### src/rtl/ioctl_word_loader.sv
`timescale 1ns/1ps
// ioctl_word_loader
//   Packs the byte-wide ioctl download stream from the SPI data pump into
//   16-bit words, buffers them in a small FIFO and writes them to the
//   SDRAM/ROM arbiter through a req/ack handshake.
//
// Ports
//   clk_sys, rst_n       : clock (rising edge), asynchronous active-low reset
//   ioctl_download       : download active flag from the pump
//   ioctl_index          : menu/file index of the current download
//   ioctl_wr             : byte write strobe (2 cycles wide)
//   ioctl_addr/dout      : byte address / byte data
//   ioctl_wait           : backpressure to the pump
//   mem_req/ack          : write request to the arbiter / one-cycle acknowledge
//   mem_addr/din/be      : word address, word data (low byte = even address),
//                          byte enables ([0] = low byte, [1] = high byte)
//   busy                 : from accepted download start until done
//   done                 : one-cycle pulse once every word has been written
//   overflow             : sticky, a word was dropped on a full FIFO
//   checksum             : (LOADER_CHECKSUM_EN only) 16-bit sum of captured bytes
//
// Build option
//   LOADER_CHECKSUM_EN   : adds the checksum output and its accumulator.

module ioctl_word_loader #(
  parameter int unsigned ADDR_W     = 25,
  parameter int unsigned FIFO_DEPTH = 4,
  parameter logic [7:0]  INDEX_VAL  = 8'h00,
  parameter logic [7:0]  INDEX_MASK = 8'hFF
) (
  input  logic              clk_sys,
  input  logic              rst_n,
  input  logic              ioctl_download,
  input  logic [7:0]        ioctl_index,
  input  logic              ioctl_wr,
  input  logic [ADDR_W-1:0] ioctl_addr,
  input  logic [7:0]        ioctl_dout,
  output logic              ioctl_wait,
  output logic              mem_req,
  input  logic              mem_ack,
  output logic [ADDR_W-2:0] mem_addr,
  output logic [15:0]       mem_din,
  output logic [1:0]        mem_be,
  output logic              busy,
  output logic              done,
  output logic              overflow
`ifdef LOADER_CHECKSUM_EN
  ,
  output logic [15:0]       checksum
`endif
);

  localparam int unsigned      PTR_W     = $clog2(FIFO_DEPTH);
  localparam int unsigned      CNT_W     = PTR_W + 1;
  localparam logic [CNT_W-1:0] FULL_LVL  = CNT_W'(FIFO_DEPTH);
  localparam logic [CNT_W-1:0] WAIT_LVL  = CNT_W'(FIFO_DEPTH - 2);
  localparam logic [7:0]       INDEX_REF = INDEX_VAL & INDEX_MASK;

  typedef enum logic [2:0] {
    S_IDLE,
    S_LOAD,
    S_FLUSH,
    S_DRAIN,
    S_DONE
  } state_t;

  state_t state_q, state_d;

  logic wr_dly_q;

  // Pack register
  logic [ADDR_W-2:0] pk_addr_q, pk_addr_d;
  logic [7:0]        pk_lo_q, pk_lo_d;
  logic [7:0]        pk_hi_q, pk_hi_d;
  logic              pk_lo_v_q, pk_lo_v_d;
  logic              pk_hi_v_q, pk_hi_v_d;

  // Word FIFO
  logic [ADDR_W-2:0] fifo_addr_q [FIFO_DEPTH];
  logic [15:0]       fifo_data_q [FIFO_DEPTH];
  logic [1:0]        fifo_be_q   [FIFO_DEPTH];
  logic [PTR_W-1:0]  wr_ptr_q, wr_ptr_d;
  logic [PTR_W-1:0]  rd_ptr_q, rd_ptr_d;
  logic [CNT_W-1:0]  count_q, count_d;

  // Registered outputs
  logic              mem_req_q, mem_req_d;
  logic [ADDR_W-2:0] mem_addr_q, mem_addr_d;
  logic [15:0]       mem_din_q, mem_din_d;
  logic [1:0]        mem_be_q, mem_be_d;
  logic              wait_q, wait_d;
  logic              busy_q, busy_d;
  logic              done_q, done_d;
  logic              ovf_q, ovf_d;
`ifdef LOADER_CHECKSUM_EN
  logic [15:0]       csum_q, csum_d;
`endif

  // Combinational helpers
  logic              wr_rise;
  logic              qualified;
  logic              capture;
  logic [ADDR_W-2:0] cap_waddr;
  logic              push;
  logic              push_ok;
  logic [ADDR_W-2:0] push_addr;
  logic [15:0]       push_data;
  logic [1:0]        push_be;
  logic              pop;
  logic              fifo_full;

  always_comb begin
    wr_rise   = ioctl_wr & ~wr_dly_q;
    qualified = ioctl_download && ((ioctl_index & INDEX_MASK) == INDEX_REF);
    capture   = (state_q == S_LOAD) && wr_rise;
    cap_waddr = ioctl_addr[ADDR_W-1:1];

    state_d   = state_q;
    pk_addr_d = pk_addr_q;
    pk_lo_d   = pk_lo_q;
    pk_hi_d   = pk_hi_q;
    pk_lo_v_d = pk_lo_v_q;
    pk_hi_v_d = pk_hi_v_q;
    ovf_d     = ovf_q;
`ifdef LOADER_CHECKSUM_EN
    csum_d    = csum_q;
`endif

    // Any push in a cycle always carries the pack register as it stood at
    // the start of that cycle.
    push      = 1'b0;
    push_addr = pk_addr_q;
    push_data = {pk_hi_q, pk_lo_q};
    push_be   = {pk_hi_v_q, pk_lo_v_q};

    case (state_q)
      S_IDLE: begin
        if (qualified) begin
          state_d   = S_LOAD;
          ovf_d     = 1'b0;
          pk_lo_v_d = 1'b0;
          pk_hi_v_d = 1'b0;
`ifdef LOADER_CHECKSUM_EN
          csum_d    = '0;
`endif
        end
      end

      S_LOAD: begin
        // A word completed by its high byte is pushed the cycle after the
        // capture.  This keeps pushes to one per cycle even when a new
        // high byte also evicts a pending low-only word: captures are at
        // least three cycles apart, so the two pushes never collide.
        if (pk_hi_v_q) begin
          push      = 1'b1;
          pk_lo_v_d = 1'b0;
          pk_hi_v_d = 1'b0;
        end
        if (capture) begin
          if (pk_lo_v_d && (cap_waddr != pk_addr_q)) begin
            push = 1'b1;
          end
          if (!(pk_lo_v_d && (cap_waddr == pk_addr_q))) begin
            pk_addr_d = cap_waddr;
            pk_lo_d   = '0;
            pk_hi_d   = '0;
            pk_lo_v_d = 1'b0;
            pk_hi_v_d = 1'b0;
          end
          if (ioctl_addr[0]) begin
            pk_hi_d   = ioctl_dout;
            pk_hi_v_d = 1'b1;
          end else begin
            pk_lo_d   = ioctl_dout;
            pk_lo_v_d = 1'b1;
          end
`ifdef LOADER_CHECKSUM_EN
          csum_d = csum_q + {8'h00, ioctl_dout};
`endif
        end
        if (!ioctl_download) begin
          state_d = S_FLUSH;
        end
      end

      S_FLUSH: begin
        if (pk_lo_v_q || pk_hi_v_q) begin
          push = 1'b1;
        end
        pk_lo_v_d = 1'b0;
        pk_hi_v_d = 1'b0;
        state_d   = S_DRAIN;
      end

      S_DRAIN: begin
        if ((count_q == '0) && !mem_req_q) begin
          state_d = S_DONE;
        end
      end

      S_DONE: begin
        state_d = S_IDLE;
      end

      default: begin
        state_d = S_IDLE;
      end
    endcase

    // FIFO bookkeeping; a push into a full FIFO is still taken if the head
    // leaves in the same cycle.
    pop       = mem_req_q & mem_ack;
    fifo_full = (count_q == FULL_LVL);
    push_ok   = push && (!fifo_full || pop);
    if (push && !push_ok) begin
      ovf_d = 1'b1;
    end
    wr_ptr_d = push_ok ? wr_ptr_q + PTR_W'(1) : wr_ptr_q;
    rd_ptr_d = pop     ? rd_ptr_q + PTR_W'(1) : rd_ptr_q;
    count_d  = count_q + CNT_W'(push_ok) - CNT_W'(pop);

    // Request drops the cycle after ack, so a fresh request always sees a
    // settled read pointer and there is an idle cycle between requests.
    mem_addr_d = mem_addr_q;
    mem_din_d  = mem_din_q;
    mem_be_d   = mem_be_q;
    if (mem_req_q) begin
      mem_req_d = ~mem_ack;
    end else begin
      mem_req_d = (count_q != '0);
      if (mem_req_d) begin
        mem_addr_d = fifo_addr_q[rd_ptr_q];
        mem_din_d  = fifo_data_q[rd_ptr_q];
        mem_be_d   = fifo_be_q[rd_ptr_q];
      end
    end

    case (state_d)
      S_LOAD:           wait_d = (count_d >= WAIT_LVL);
      S_FLUSH, S_DRAIN: wait_d = 1'b1;
      default:          wait_d = 1'b0;
    endcase
    busy_d = (state_d == S_LOAD) || (state_d == S_FLUSH) || (state_d == S_DRAIN);
    done_d = (state_d == S_DONE);
  end

  always_ff @(posedge clk_sys or negedge rst_n) begin
    if (!rst_n) begin
      state_q    <= S_IDLE;
      wr_dly_q   <= 1'b0;
      pk_addr_q  <= '0;
      pk_lo_q    <= '0;
      pk_hi_q    <= '0;
      pk_lo_v_q  <= 1'b0;
      pk_hi_v_q  <= 1'b0;
      wr_ptr_q   <= '0;
      rd_ptr_q   <= '0;
      count_q    <= '0;
      mem_req_q  <= 1'b0;
      mem_addr_q <= '0;
      mem_din_q  <= '0;
      mem_be_q   <= '0;
      wait_q     <= 1'b0;
      busy_q     <= 1'b0;
      done_q     <= 1'b0;
      ovf_q      <= 1'b0;
`ifdef LOADER_CHECKSUM_EN
      csum_q     <= '0;
`endif
    end else begin
      state_q    <= state_d;
      wr_dly_q   <= ioctl_wr;
      pk_addr_q  <= pk_addr_d;
      pk_lo_q    <= pk_lo_d;
      pk_hi_q    <= pk_hi_d;
      pk_lo_v_q  <= pk_lo_v_d;
      pk_hi_v_q  <= pk_hi_v_d;
      wr_ptr_q   <= wr_ptr_d;
      rd_ptr_q   <= rd_ptr_d;
      count_q    <= count_d;
      mem_req_q  <= mem_req_d;
      mem_addr_q <= mem_addr_d;
      mem_din_q  <= mem_din_d;
      mem_be_q   <= mem_be_d;
      wait_q     <= wait_d;
      busy_q     <= busy_d;
      done_q     <= done_d;
      ovf_q      <= ovf_d;
`ifdef LOADER_CHECKSUM_EN
      csum_q     <= csum_d;
`endif
    end
  end

  // Storage array; contents are qualified by the pointers and count.
  always_ff @(posedge clk_sys) begin
    if (push_ok) begin
      fifo_addr_q[wr_ptr_q] <= push_addr;
      fifo_data_q[wr_ptr_q] <= push_data;
      fifo_be_q[wr_ptr_q]   <= push_be;
    end
  end

  assign ioctl_wait = wait_q;
  assign mem_req    = mem_req_q;
  assign mem_addr   = mem_addr_q;
  assign mem_din    = mem_din_q;
  assign mem_be     = mem_be_q;
  assign busy       = busy_q;
  assign done       = done_q;
  assign overflow   = ovf_q;
`ifdef LOADER_CHECKSUM_EN
  assign checksum   = csum_q;
`endif

endmodule

### config.mk
export PLATFORM = sky130hd
export DESIGN_NAME = ioctl_word_loader
export DESIGN_NICKNAME = d
export VERILOG_FILES = /design/src/rtl/ioctl_word_loader.sv
export SDC_FILE = /design/constraint.sdc
export NUM_CORES = 1
export LEC_CHECK = 0
export CAP_MARGIN = 20
export CELL_PAD_IN_SITES_DETAIL_PLACEMENT = 1
export CELL_PAD_IN_SITES_GLOBAL_PLACEMENT = 2
export CORE_UTILIZATION = 40
export CTS_CLUSTER_SIZE = 20
export DETAILED_ROUTE_END_ITERATION = 12
export MAX_ROUTING_LAYER = met4
export PLACE_DENSITY_LB_ADDON = 0.15
export SLEW_MARGIN = 10
export SYNTH_ARGS = -nofsm -noshare
export SYNTH_HDL_FRONTEND = slang
export SYNTH_SLANG_ARGS = --single-unit
### constraint.sdc
create_clock -name clk_sys -period 5.15 [get_ports clk_sys]
set_input_delay 1.03 -clock clk_sys [delete_from_list [all_inputs] [get_ports clk_sys]]
set_output_delay 1.03 -clock clk_sys [all_outputs]
set_load 0.01 [all_outputs]
==> impl_metrics.csv, run 1 <==
group,metric,value,unit
outcome,outcome,"complete, no violations",
final_layout,layout-drive-gt1-share,27.08,%
synth,synth_edf_count,168,
drt,drt-initial-drc-count,335,
global_route,grt.total_usage,18.37,%
clocking,clk_latency,540,ps
sta,min_period,4023,ps
final_layout,post-route-util,50.32,%
drt,drc,0,
sta,fin_skew,19.52,ps
power_and_ir_drop,max-vdd-ir-drop,295.7,µV
sta,period_share,78.11,%
synth,seq_area_frac_synth,73.33,%
critical_path,startpoint_type,"input port",
synth,async_reset_ff_share,37.31,%
worst_hold_path,hp-class,"in2async",
critical_path,end_kind,"flop",
power_and_ir_drop,totalPowerFinal,7.426,mW
drt,dr.pass1.iters,4,
sta,worst_pin_slew,960.3,ps
clocking,post_cts_resized,0,
final_layout,multi_input_area,0.002621,mm²
floorplan,fp.dieArea,0.02638,mm²
floorplan,die_w,162.4,µm
synth,synthDistinctLibCells,37,
synth,syn_inst,525,
final_layout,syn_to_final_growth,23.12,%
synth,ys_ff_latch,268,
clocking,path_clk_slew,60,ps
flow_run,maxCapViolCount,0,
synth,yosysWarnings,0,
sta,fmax,0.2486,GHz
clocking,cts_sinks,268,
final_layout,fin_nets,692,
final_layout,fillers,2306,
placement,io_buffer_count,92,
clocking,cts_tree,"done",
global_route,grt_pass1_vias,5854,
floorplan,start_util,40.87,%
global_route,grt_max_degree,73,
clocking,cts_hold_buf,0,
synth,synth.avg_cell_area,19.60,µm²
global_route,antenna_found_initial,1,
placement,place_congestion,0.7715,
drt,wirelength,22.11,mm
placement,dpl.hpwl,13.61,mm
critical_path,cp_max_fo,7,
drt,via_count,5199,
sta,hold_viol,0,
floorplan,coreArea,0.02518,mm²
critical_path,arrival,4440,ps
drt,detail-route-antenna-nets,0,
clocking,h-tree-depth,1,
floorplan,fp-row-count,58,
critical_path,crit_path_max_incr_delay,650,ps
clocking,post_cts_buffers,0,
global_route,overflow,0,
sta,hold_slack,402.9,ps
sta,tns,0,ps
critical_path,crit_slowest_cell,"nor4_1",
power_and_ir_drop,p_per_area,586.0,mW/mm²
critical_path,crit_family,"simple AND/OR/NAND/NOR gates",
synth,synth_fp_nets,578,
critical_path,worstPathRequired,5570,ps
global_route,grt_first_pass_wirelength,34.80,mm
floorplan,die_y,162.4,µm
clocking,cts_root_buffer,"clkbuf_16",
synth,synthFlopType,"edfxtp_1",
floorplan,ios,93,
sta,rsz0062_at_grt,"no",
synth,synth_area,0.01029,mm²
drt,wl_per_cell,22.29,µm
critical_path,path_class,"in2reg",
sta,relSlewSlack,35.74,%
critical_path,crit_buf_inv,4,
clocking,cts_made_buffers,28,
power_and_ir_drop,p_leak,4.529,nW
drt,vias_per_cell,5.241,
sta,setup_viol,0,
critical_path,path_cells,"clkdlybuf4s50_1 -> xnor2_1 -> nand4_1 -> nor4_1 -> a311oi_2 -> inv_1 -> ha_1 -> inv_1 -> ha_1 -> inv_1 -> fa_1 -> xnor2_1 -> xnor2_1 -> o31a_1",
sta,slew_viol_final,0,
final_layout,ff_latch_area,0.007550,mm²
clocking,clock_path_buffers,3,
[worst register-to-register path, delay by kind of cell, from the launching register on]
kind | cells | cell delay (ps)
buf+inv | 3 | 220
simple gates | 2 | 860
flops | 1 | 430
xor+xnor | 3 | 630
fa+ha+maj | 3 | 740
compound gates | 2 | 550
[registers in the layout, indices dropped and copies added (netlist names)]
register	cells
overflow	1
mem_be	2
fifo_addr_q	96
pk_lo_q	8
ioctl_wait	1
mem_addr	24
wr_ptr_q	2
wr_dly_q	1
fifo_be_q	8
pk_addr_q	24
pk_hi_q	8
mem_din	16
busy	1
mem_req	1
pk_hi_v_q	1
pk_lo_v_q	1
fifo_data_q	64
rd_ptr_q	2
count_q	3
done	1
state_q	3
[cells by family (layout without fill, tap and decap cells)]
family	Yosys count	in the layout	share of synthesized area, %
flip-flops	268	268	73.33
multiplexers	109	109	16.59
AND/OR/NAND/NOR	52	52	2.760
AO/OA/AOI/OAI	31	31	2.601
XOR/XNOR	29	29	2.468
buffers and inverters	29	165	1.325
adder cells (fa/ha/maj)	7	7	0.9239
other	0	1	0
[worst paths after layout]
check / from / slack, ps / cells past startpoint / end
max: ioctl_addr[6] / 1130 / 14 / ioctl_wait$_DFF_PN0_
min: rst_n / 400 / 1 / pk_addr_q[14]$_DFFE_PN0P_
max reg2reg: pk_addr_q[4]$_DFFE_PN0P_ / 1610 / 13 / ioctl_wait$_DFF_PN0_
min reg2reg: mem_addr[23]$_DFFE_PN0P_ / 510 / 1 / mem_addr[23]$_DFFE_PN0P_
max in group asynchronous: rst_n / 3660 / 3 / rd_ptr_q[1]$_DFFE_PN0P_
min in group clk_sys: mem_addr[23]$_DFFE_PN0P_ / 510 / 1 / mem_addr[23]$_DFFE_PN0P_
[power breakdown]
| part | total (mW) | internal, mW | switching, mW |
|---|---|---|---|
| clock network | 2.04 | 1.23 | 0.809 |
| logic | 1.92 | 1.14 | 0.782 |
| registers | 3.46 | 2.96 | 0.499 |
[per-layer routing]
metal | vias up | routed length (µm) | track usage, %
li1 | 2279 | - | -
met1 | 2794 | 9261 | 23.21
met2 | 103 | 11720 | 31.14
met3 | 23 | 812 | 3.030
met4 | 0 | 316 | 4.074
met5 | - | 0 | -
[through the flow]
| step | worst slack (ps) | instances | cell area, µm² |
|---|---|---|---|
| 4_1_cts | 1111 | 989 | 12610 |
| 6_report | 1127 | 992 | 12670 |
| 3_5_place_dp | 570.1 | 937 | 11660 |
| 5_1_grt | 889.7 | 992 | 12670 |
| 3_3_place_gp | 664.2 | 936 | 11650 |
| 2_1_floorplan | 1481 | 525 | 10290 |
[synth_stat cells, types with 3 or more instances]
master	instances	area (µm²)
xnor2_1	29	254.0
nand4_1	8	50.05
a22o_1	16	140.1
dfrtp_1	100	2502
a21oi_1	3	15.01
o21ai_0	3	15.01
mux2_2	65	732.0
clkbuf_1	11	41.29
inv_1	10	37.54
ha_1	6	75.07
nor4_1	4	25.02
buf_2	4	20.02
mux4_2	42	945.9
nor2_1	17	63.81
edfxtp_1	168	5045
and2_1	4	25.02
nand2_1	7	26.28
[layout by cell type, fill, tap and decap left out, types with 3 or more instances in the layout]
cell type and count:
xnor2_1 29, clkbuf_1 3, bufinv_16 3, buf_4 6, nor4_1 4, clkbuf_8 4
nor2_1 16, o21ai_0 3, ha_1 6, clkbuf_16 29, a21oi_1 3, clkdlybuf4s50_1 91
nand4_1 8, a22o_1 16, mux2_2 65, mux4_2 42, buf_12 4, clkinv_2 7
dfrtp_1 98, inv_1 10, edfxtp_1 168, and2_2 4, nand2_1 7
[layout make-up]
type,instances,area share [%]
flip-flops and latches,268,59.58
multi-input cells,228,20.69
repair buffers,103,8.610
clock buffers,36,6.250
well taps,330,3.258
clock inverters,16,1.303
inverters,10,0.2962
diodes,1,0.01975
Power figures use the tool's default switching activity.
==> run 2, diff against run 1 <==
==> constraint.sdc (replaced) <==
create_clock -name clk_sys -period 4.2 [get_ports clk_sys]
set_input_delay 0.84 -clock clk_sys [delete_from_list [all_inputs] [get_ports clk_sys]]
set_output_delay 0.84 -clock clk_sys [all_outputs]
set_load 0.01 [all_outputs]
==> impl_metrics.csv, run 2 (synthesis results as in run 1) <==
group,metric,value,unit
final_layout,final_common_cell,"edfxtp_1",
final_layout,top_register,"fifo_addr_q",
sta,min_period,3496,ps
drt,vias_per_cell,5.211,
final_layout,diodes,0,
placement,dpl_cell_area,0.01169,mm²
clocking,cts_root_buffer,"clkbuf_16",
placement,dpl.hpwl,14.07,mm
final_layout,largest_reg_flops,96,
clocking,clock_path_buffers,3,
clocking,cts_made_buffers,28,
floorplan,coreArea,0.02518,mm²
drt,detail-route-antenna-nets,0,
critical_path,worstPathRequired,4610,ps
final_layout,reg_top3,"fifo_addr_q (96), fifo_data_q (64)",
drt,wirelength,21.99,mm
worst_hold_path,hp-class,"in2async",
final_layout,syn_to_final_growth,22.71,%
power_and_ir_drop,p_per_area,718.7,mW/mm²
sta,worst_pin_slew,1088,ps
drt,dr.pass1.iters,4,
clocking,h-tree-depth,1,
critical_path,arrival,3910,ps
clocking,post_cts_buffers,0,
flow_run,maxCapViolCount,0,
sta,hold_viol,0,
final_layout,stdcell_area,0.01263,mm²
floorplan,start_util,40.87,%
clocking,clk_latency,530,ps
power_and_ir_drop,p_leak,4.541,nW
final_layout,final_cell_mix,"edfxtp_1 (168), dfrtp_1 (98), clkdlybuf4s50_1 (91)",
sta,hold_slack,425.8,ps
drt,via_count,5190,
outcome,outcome,"complete, no violations",
sta,period_share,83.24,%
global_route,antenna_found_initial,0,
final_layout,fillers,2319,
global_route,grt.total_usage,18.00,%
sta,relSlewSlack,27.47,%
global_route,grt_max_degree,65,
critical_path,end_kind,"flop",
clocking,post_cts_resized,0,
placement,placedCellCount,944,
global_route,overflow,0,
final_layout,fin_nets,697,
sta,slew_viol_final,0,
power_and_ir_drop,max-vdd-ir-drop,304.8,µV
floorplan,fp.dieArea,0.02638,mm²
critical_path,path_class,"in2reg",
sta,rsz0062_at_grt,"no",
sta,fmax,0.2860,GHz
global_route,grt_pass1_vias,5812,
placement,io_buffer_count,92,
floorplan,ios,93,
critical_path,startpoint_type,"input port",
placement,place_congestion,0.8004,
sta,setup_viol,0,
clocking,cts_hold_buf,0,
power_and_ir_drop,totalPowerFinal,9.077,mW
drt,drt-initial-drc-count,222,
critical_path,rrSetupSlack,990,ps
sta,fin_skew,8.388,ps
clocking,path_clk_slew,60,ps
drt,wl_per_cell,22.08,µm
floorplan,die_y,162.4,µm
critical_path,cp_max_fo,3,
clocking,cts_sinks,268,
drt,drc,0,
floorplan,die_w,162.4,µm
final_layout,stdcell_count,996,
global_route,grt_first_pass_wirelength,34.33,mm
sta,tns,0,ps
final_layout,layout-drive-gt1-share,27.63,%
clocking,cts_tree,"done",
floorplan,fp-row-count,58,
==> run 2: cell count changes in the layout (fill, tap and decap cells not counted), moves of 2 or more <==
| cell | change |
|---|---|
| clkbuf_1 | +2 |
| buf_4 | +9 |
| clkinvlp_4 | -2 |
| clkbuf_8 | +3 |
| buf_12 | -2 |
| clkinv_1 | -2 |
| buf_16 | -2 |
| bufinv_16 | -2 |
==> run 2: final cells by class <==
cell class	instances	area (µm²)	area share, %
multi-input cells	228	2621	20.75
repair buffers	108	1064	8.421
inverters	10	37.54	0.2972
clock inverters	10	78.83	0.6241
flip-flops and latches	268	7550	59.78
clock buffers	42	865.8	6.856
well taps	330	412.9	3.269
==> run 2: critical path, stage by stage <==
cell             delay (ps)
clkdlybuf4s50_1         470
nor2b_1                 220
o21ai_0                 170
or4_4                   440
a311oi_2                230
inv_1                    80
ha_1                    290
inv_1                    50
ha_1                    150
inv_1                    50
fa_1                    370
xnor2_1                 140
xnor2_1                 140
o31a_1                  260
==> run 2: final timing paths <==
path,from,to,cells past startpoint
max,ioctl_wr,ioctl_wait$_DFF_PN0_,14
min,rst_n,mem_din[10]$_DFFE_PN0P_,1
max reg2reg,pk_addr_q[4]$_DFFE_PN0P_,ioctl_wait$_DFF_PN0_,14
min reg2reg,mem_din[9]$_DFFE_PN0P_,mem_din[9]$_DFFE_PN0P_,1
max in group asynchronous,rst_n,mem_addr[20]$_DFFE_PN0P_,2
min in group clk_sys,mem_din[9]$_DFFE_PN0P_,mem_din[9]$_DFFE_PN0P_,1
==> run 2: per-stage QoR <==
stage                     utilization, %  setup WS, ps
final                              50.15         704.0
after global routing               50.15         445.7
after CTS                          50.15         652.0
after detailed placement           46.40         116.2
after global placement             46.40         169.5
after floorplan                        -         720.7
==> run 2: where the power goes <==
| group | internal [mW] | switching, mW |
|---|---|---|
| logic | 1.40 | 1.00 |
| registers | 3.63 | 0.576 |
| clock network | 1.48 | 0.985 |
| total | 6.51 | 2.56 |
==> run 2: per-layer routing <==
layer / vias up / routed length (µm) / global-route usage (%) / part of all wire (%)
met3: 29 / 878 / 2.623 / 4.0
li1: 2294 / - / - / -
met4: 0 / 279 / 3.902 / 1.3
met5: - / 0 / - / 0
met1: 2758 / 9383 / 23.24 / 43
met2: 109 / 11450 / 30.24 / 52
==> run 3, diff against run 2 <==
--- a/config.mk
+++ b/config.mk
@@ -8,7 +8,7 @@
 export CAP_MARGIN = 20
 export CELL_PAD_IN_SITES_DETAIL_PLACEMENT = 1
 export CELL_PAD_IN_SITES_GLOBAL_PLACEMENT = 2
-export CORE_UTILIZATION = 40
+export CORE_UTILIZATION = 39
 export CTS_CLUSTER_SIZE = 20
 export DETAILED_ROUTE_END_ITERATION = 12
 export MAX_ROUTING_LAYER = met4
==> constraint.sdc (replaced) <==
create_clock -name clk_sys -period 3.2 [get_ports clk_sys]
set_input_delay 0.64 -clock clk_sys [delete_from_list [all_inputs] [get_ports clk_sys]]
set_output_delay 0.64 -clock clk_sys [all_outputs]
set_load 0.01 [all_outputs]
==> impl_metrics.csv, run 3 (synthesis results as in run 1) <==
group,metric,value,unit
clocking,path_clk_slew,60,ps
drt,detail-route-antenna-nets,0,
clocking,clock_path_buffers,3,
critical_path,startpoint_type,"flop",
outcome,outcome,"complete, no violations",
final_layout,final_cell_mix,"edfxtp_1 (168), dfrtp_1 (84), clkdlybuf4s50_1 (69)",
floorplan,start_util,39.61,%
floorplan,fp-row-count,59,
critical_path,arrival,3490,ps
floorplan,ios,93,
sta,fmax,0.3249,GHz
final_layout,syn_to_final_growth,28.98,%
drt,vias_per_cell,5.155,
global_route,overflow,0,
floorplan,die_y,164.5,µm
drt,drt-initial-drc-count,260,
clocking,h-tree-depth,1,
final_layout,fin_nets,735,
global_route,antenna_found_initial,0,
global_route,grt_first_pass_wirelength,35.00,mm
drt,via_count,5356,
critical_path,end_kind,"flop",
sta,setup_ws,121.7,ps
worst_hold_path,hp-class,"in2async",
power_and_ir_drop,p_int,8.781,mW
placement,dpl.hpwl,14.75,mm
global_route,grt.total_usage,18.11,%
critical_path,cp_max_fo,9,
floorplan,die_w,164.5,µm
final_layout,layout-drive-gt1-share,35.37,%
sta,hold_slack,104.1,ps
critical_path,path_class,"reg2reg",
sta,period_share,96.20,%
final_layout,reg_top3,"fifo_addr_q (96), fifo_data_q (64)",
power_and_ir_drop,switching_power,3.434,mW
sta,tns,0,ps
power_and_ir_drop,p_sw_share,28.11,%
placement,place_congestion,0.8223,
drt,drc,0,
clocking,cts_root_buffer,"clkbuf_16",
power_and_ir_drop,p_per_area,920.1,mW/mm²
sta,worst_pin_slew,725.5,ps
global_route,grt_pass1_vias,5769,
drt,wirelength,22.70,mm
floorplan,coreArea,0.02598,mm²
final_layout,diodes,0,
clocking,cts_made_buffers,29,
power_and_ir_drop,max-vdd-ir-drop,586.5,µV
drt,wl_per_cell,21.84,µm
floorplan,fp.dieArea,0.02704,mm²
placement,io_buffer_count,92,
clocking,clk_latency,530,ps
clocking,cts_tree,"done",
sta,setup_viol,0,
sta,fin_skew,13.27,ps
global_route,grt_max_degree,46,
power_and_ir_drop,p_seq_share,45.1,%
final_layout,final_common_cell,"edfxtp_1",
final_layout,largest_reg_flops,96,
power_and_ir_drop,p_leak,5.032,nW
sta,relSlewSlack,51.63,%
critical_path,worstPathRequired,3610,ps
placement,pre_cts_slack,-574.8,ps
power_and_ir_drop,comb_power_share,28.9,%
sta,hold_viol,0,
drt,dr.pass1.iters,4,
sta,min_period,3078,ps
clocking,cts_sinks,268,
sta,slew_viol_final,0,
clocking,cts_hold_buf,0,
flow_run,maxCapViolCount,0,
power_and_ir_drop,totalPowerFinal,12.21,mW
power_and_ir_drop,clkPwrFrac,25.9,%
final_layout,top_register,"fifo_addr_q",
-- run 3: through the flow --
stage / area, µm² / utilization, % / std cells
CTS: 13010 / 50.08 / 1031
global placement: 12090 / 46.54 / 978
global route: 13280 / 51.09 / 1039
detailed placement: 12090 / 46.54 / 978
floorplan: 10310 / - / 525
finish: 13280 / 51.09 / 1039
-- run 3: power by group through the flow --
stage	clock network [mW]	logic (mW)	registers, mW
2_1_floorplan	0	1.96	5.42
3_3_place_gp	0	3.36	5.49
3_5_place_dp	0	3.42	5.58
4_1_cts	3.26	3.44	5.51
5_1_grt	3.39	3.83	5.64
6_report	3.17	3.53	5.51
-- run 3: critical path: stages, from the launching register on --
cell	delay, ps
dfrtp_2	470
or4_4	570
a311oi_4	310
inv_1	70
ha_1	290
inv_1	60
ha_1	140
inv_1	50
fa_2	370
xnor2_2	150
xnor2_1	160
o31a_1	320
-- run 3: area by class of cell --
| cell class | instances | area [µm²] |
|---|---|---|
| fillers | 2361 | 12710 |
| flip-flops and latches | 268 | 7567 |
| multi-input cells | 228 | 2769 |
| repair buffers | 145 | 1563 |
| clock buffers | 45 | 855.8 |
| well taps | 335 | 419.2 |
| clock inverters | 8 | 63.81 |
| inverters | 10 | 37.54 |
-- run 3: final timing paths --
check | end | slack [ps] | from | cells after the start
worst max-delay path | ioctl_wait$_DFF_PN0_ | 120 | state_q[2]$_DFF_PN0_ | 11
worst min-delay path | pk_addr_q[5]$_DFFE_PN0P_ | 100 | rst_n | 1
worst max register to register | ioctl_wait$_DFF_PN0_ | 120 | state_q[2]$_DFF_PN0_ | 11
worst min register to register | mem_din[10]$_DFFE_PN0P_ | 500 | mem_din[10]$_DFFE_PN0P_ | 1
max in group asynchronous | pk_addr_q[0]$_DFFE_PN0P_ | 2350 | rst_n | 2
min in group clk_sys | wr_dly_q$_DFF_PN0_ | 280 | ioctl_wr | 1
-- run 3: metal layers --
metal  vias to the layer above  global-route usage, %  routed length [µm]
li1                       2363                      -                   -
met3                        28                  2.386                 918
met1                      2850                  23.52                9776
met5                         -                      -                   0
met2                       115                  30.65               11670
met4                         0                  3.753                 332
-- run 3: repair_timing --
item | in CTS | in global routing
setup buffers | 0 | 8
pin swaps | 1 | 11
setup endpoints to repair | 1 | 1
resized for setup | 0 | 54
